### src/rtl/slice_add_seq.sv
// Multi-cycle wide adder: one SLICE-bit adder slice is reused over WIDTH/SLICE
// cycles, with a registered carry chaining each slice into the next.
module slice_add_seq #(
    parameter int WIDTH = 16,
    parameter int SLICE = 4
) (
    input  logic             clk,
    input  logic             rst_n,
    input  logic             in_valid,
    output logic             in_ready,
    input  logic [WIDTH-1:0] a,
    input  logic [WIDTH-1:0] b,
    input  logic             cin,
    output logic             out_valid,
    input  logic             out_ready,
    output logic [WIDTH-1:0] sum,
    output logic             cout,
    output logic             busy
);

    localparam int NSLICE = WIDTH / SLICE;
    localparam int IDX_W  = (NSLICE > 1) ? $clog2(NSLICE) : 1;
    localparam logic [IDX_W-1:0] LAST_IDX = IDX_W'(NSLICE - 1);

    if ((SLICE < 1) || (WIDTH % SLICE != 0)) begin : g_bad_width
        $error("slice_add_seq: WIDTH must be a non-zero multiple of SLICE");
    end

    typedef enum logic [1:0] {
        IDLE = 2'd0,
        CALC = 2'd1,
        HOLD = 2'd2
    } state_t;

    state_t             state_reg, state_next;
    logic [WIDTH-1:0]   a_reg, a_next;
    logic [WIDTH-1:0]   b_reg, b_next;
    logic [WIDTH-1:0]   sum_reg, sum_next;
    logic               cout_reg, cout_next;
    logic               carry_reg, carry_next;
    logic [IDX_W-1:0]   idx_reg, idx_next;

    logic [NSLICE-1:0]  slice_hit;
    logic [SLICE-1:0]   a_masked [NSLICE];
    logic [SLICE-1:0]   b_masked [NSLICE];
    logic [SLICE-1:0]   a_cur;
    logic [SLICE-1:0]   b_cur;
    logic [SLICE:0]     slice_res;
    logic [WIDTH-1:0]   sum_written;

    // Per-slice decode: select the active operand slice and splice the
    // freshly computed bits into the running sum, leaving other slices alone.
    for (genvar gi = 0; gi < NSLICE; gi++) begin : g_slice
        assign slice_hit[gi] = (idx_reg == IDX_W'(gi));
        assign a_masked[gi]  = slice_hit[gi] ? a_reg[gi*SLICE +: SLICE] : '0;
        assign b_masked[gi]  = slice_hit[gi] ? b_reg[gi*SLICE +: SLICE] : '0;
        assign sum_written[gi*SLICE +: SLICE] =
            slice_hit[gi] ? slice_res[SLICE-1:0] : sum_reg[gi*SLICE +: SLICE];
    end

    always_comb begin
        a_cur = '0;
        b_cur = '0;
        for (int i = 0; i < NSLICE; i++) begin
            a_cur = a_cur | a_masked[i];
            b_cur = b_cur | b_masked[i];
        end
    end

    assign slice_res = {1'b0, a_cur} + {1'b0, b_cur} + {{SLICE{1'b0}}, carry_reg};

    always_ff @(posedge clk or negedge rst_n) begin
        if (!rst_n) begin
            state_reg <= IDLE;
            a_reg     <= '0;
            b_reg     <= '0;
            sum_reg   <= '0;
            cout_reg  <= 1'b0;
            carry_reg <= 1'b0;
            idx_reg   <= '0;
        end else begin
            state_reg <= state_next;
            a_reg     <= a_next;
            b_reg     <= b_next;
            sum_reg   <= sum_next;
            cout_reg  <= cout_next;
            carry_reg <= carry_next;
            idx_reg   <= idx_next;
        end
    end

    always_comb begin
        state_next = state_reg;
        a_next     = a_reg;
        b_next     = b_reg;
        sum_next   = sum_reg;
        cout_next  = cout_reg;
        carry_next = carry_reg;
        idx_next   = idx_reg;
        case (state_reg)
            IDLE: begin
                if (in_valid) begin
                    a_next     = a;
                    b_next     = b;
                    carry_next = cin;
                    idx_next   = '0;
                    sum_next   = '0;
                    state_next = CALC;
                end
            end
            CALC: begin
                sum_next   = sum_written;
                carry_next = slice_res[SLICE];
                // idx parks on the last slice so it never wraps mid-operation
                if (idx_reg == LAST_IDX) begin
                    cout_next  = slice_res[SLICE];
                    state_next = HOLD;
                end else begin
                    idx_next = idx_reg + 1'b1;
                end
            end
            HOLD: begin
                if (out_ready) begin
                    state_next = IDLE;
                end
            end
            default: begin
                state_next = IDLE;
            end
        endcase
    end

    // Handshake outputs are pure state decodes, so reset forces them at once.
    assign in_ready  = (state_reg == IDLE);
    assign out_valid = (state_reg == HOLD);
    assign busy      = (state_reg == CALC) || (state_reg == HOLD);
    assign sum       = sum_reg;
    assign cout      = cout_reg;

endmodule
### config.mk
export PLATFORM = sky130hd
export DESIGN_NAME = slice_add_seq
export DESIGN_NICKNAME = d
export VERILOG_FILES = /design/src/rtl/slice_add_seq.sv
export SDC_FILE = /design/constraint.sdc
export NUM_CORES = 1
export LEC_CHECK = 0
export ABC_AREA = 0
export BUFFER_PORTS_ARGS = -buffer_cell sky130_fd_sc_hd__buf_2
export CAP_MARGIN = 20
export CORE_MARGIN = 3
export CORE_UTILIZATION = 49
export CTS_CLUSTER_DIAMETER = 80
export DETAILED_ROUTE_END_ITERATION = 7
export PLACE_DENSITY = 0.76
export SLEW_MARGIN = 0
export SYNTH_ARGS = -nofsm -noshare
export SYNTH_HDL_FRONTEND = slang
export SYNTH_SLANG_ARGS = --single-unit
export TNS_END_PERCENT = 50
### constraint.sdc
create_clock -name clk -period 2.27 [get_ports clk]
set_input_delay 0.454 -clock clk [delete_from_list [all_inputs] [get_ports clk]]
set_output_delay 0.454 -clock clk [all_outputs]
set_load 0.05 [all_outputs]
==> flow_summary.yaml <==
synth:
  yosysMostFrequentCell: "dfrtp_1"
  synth.avg_cell_area_sq_um: 12.17
  netlist_area_sq_mm: 0.002618
  syn_nets: 264
  ys_ff_latch: 54
  synth_warnings: 0
  syn_inst: 215
  ys.flop_type: "dfrtp_1"
  synth_common_cells: "54 x dfrtp_1, 32 x mux2_2, 18 x nand2_1, 13 x a22oi_1, 13 x o21ai_1"
  synth_edf_count: 0
  synth_top_area_cell: "dfrtp_1"
  seq_area_frac_synth_pct: 51.63
  synthArstFlopShare_pct: 100.0
  synth_cell_types: 28
  synth_area_leaders: "dfrtp_1 52%, mux2_2 14%, ha_1 4.8%, mux2i_1 4.6%, a22oi_1 3.7%"
  synth_top_area_share_pct: 51.63
die:
  dieWidth_um: 79.09
  die_area_sq_mm: 0.006255
  start_util_pct: 52.96
  die_h_um: 79.09
  io_pins: 57
  rows: 25
  core_sq_mm: 0.004942
worst_setup_path:
  cp_common_cell: "fa_2"
  cp_max_fo: 4
  crit_path_max_incr_delay_ns: 0.51
  critPathSlowestCell: "fa_2"
  arrival_ns: 2.65
  critical_path_class: "flip-flop to flip-flop"
  crit_buf_inv: 2
  critPathTopFamily: "adder cells"
  worstPathCellList: "inv_4 > ha_4 > a22o_1 > a221oi_4 > fa_2 > inv_2 > fa_2 > nor2b_4 > mux2i_1 > o21ai_1"
  endpoint_kind: "flip-flop"
  cp-start-kind: "flip-flop"
  critPathRequiredTime_ns: 2.50
routing:
  drc: 0
  dr.pass1.iters: 4
  totalWireLength_mm: 6.019
  via_per_inst: 5.456
  via_count: 1964
  routedWlPerCell_um: 16.72
  drt_iter0_markers: 120
  antenna_left: 0
sta:
  setup_viol: 14
  setup_ws_ns: -0.1419
  period_needed_ns: 2.412
  tightest_slew_ns: 0.6049
  slew_headroom_pct: 59.67
  max_freq_ghz: 0.4146
  rsz0062_at_grt: "yes"
  hold_viol: 0
  skew_ns: 0.008609
  slew_viol_final: 0
  fin_crit_sh_pct: 106.2
layout:
  n_antenna_cell: 0
  drive_gt1_share_pct: 51.54
  final_core_util_pct: 68.94
  area_growth_pct: 30.16
  fin_nets: 341
  final_cells: 360
grt:
  grt_pass1_wl_mm: 9.832
  grt_use_total_pct: 20.17
  grt_pass1_vias: 2020
  grt_overflow: 0
  antenna_found_initial: 0
  grt_max_degree: 34
clocking:
  path_clk_slew_ns: 0.11
  cts_made_buffers: 5
  clockRootBuffer: "clkbuf_8"
  clock-sinks: 54
  h-tree-depth: 2
  clock_path_buffers: 2
  clkLatencyLatePin_ns: 0.31
  cts_tree: "yes"
  cts_hold_buf: 0
job:
  maxCapViolations: 0
run_status:
  outcome: "finished, violations left"
  violations: "negative setup slack"
place:
  io_buffers: 56
  globalplace.congestion: 0.7930
  placed_cells: 346
  hpwl_mm: 4.153
hold_path:
  hold_path_class: "primary input to async pin"
## stage by stage
stage	worst slack, ns	TNS, ns	hold WS, ns	area (sq um)
2_1_floorplan	-0.01167	-0.08460	0.1584	2666
3_5_place_dp	-0.2260	-2.487	0.4822	3131
4_1_cts	-0.1464	-1.248	0.1549	3400
5_1_grt	-0.2859	-3.139	0.1556	3407
6_report	-0.1419	-1.583	0.1372	3407
3_3_place_gp	-0.1466	-1.150	0.4802	3131
## cell type report
| cell class | instances | area [sq um] |
|---|---|---|
| clock buffer | 5 | 68.82 |
| fill | 362 | 1535 |
| sequential | 54 | 1354 |
| clock inverter | 3 | 26.28 |
| timing repair buffer | 81 | 504.2 |
| inverter | 9 | 38.79 |
| tap | 67 | 83.83 |
| multi-input combinational | 141 | 1331 |
## layout by cell type (no fill, tap or decap), types with 5 or more instances in the layout
cell type,instances
clkbuf_8,5
buf_4,20
a21oi_1,7
ha_4,5
dfrtp_1,52
a22oi_1,8
mux2_2,32
o21ai_1,13
a22oi_2,5
nand2_1,17
inv_1,6
buf_2,56
mux2i_1,12
## final timing paths
path	cells after the start	slack [ns]	endpoint	startpoint
worst min register to register	1	0.50	sum[15]	sum[15]
worst max-delay path	10	-0.14	sum[13]	idx_reg[0]
max in group asynchronous	2	1.57	sum[5]	rst_n
min in group clk	2	0.36	a_reg[11]	a[11]
worst max register to register	10	-0.14	sum[13]	idx_reg[0]
worst min-delay path	1	0.14	carry_reg	rst_n
## layer usage
layer | track usage [%] | up-vias | share of wire (%)
met5 | 0 | - | 0
met4 | 7.045 | 0 | 1.8
met3 | 4.195 | 8 | 5.8
met2 | 33.84 | 61 | 49
met1 | 25.91 | 962 | 43
li1 | - | 933 | -
## what timing repair did
action / 4_1_cts / 5_1_grt
endpoints found under the setup margin: 14 / 14
buffers inserted: 6 / 1
pin swaps: 13 / 4
gates cloned: 0 / 0
gates resized for setup: 30 / 0
## kinds of logic after synthesis
family                   after synthesis  share of synthesized area (%)
AND/OR/NAND/NOR                       29                          5.497
multiplexers                          45                          19.22
adder cells (fa/ha/maj)               12                          6.310
buffers and inverters                 20                          3.441
flip-flops                            54                          51.63
XOR/XNOR                               2                         0.6693
AO/OA/AOI/OAI                         53                          13.24
Power is left out: the tool's default activity adds up to more than one toggle a clock period on the data nets, which glitch-free logic cannot reach.
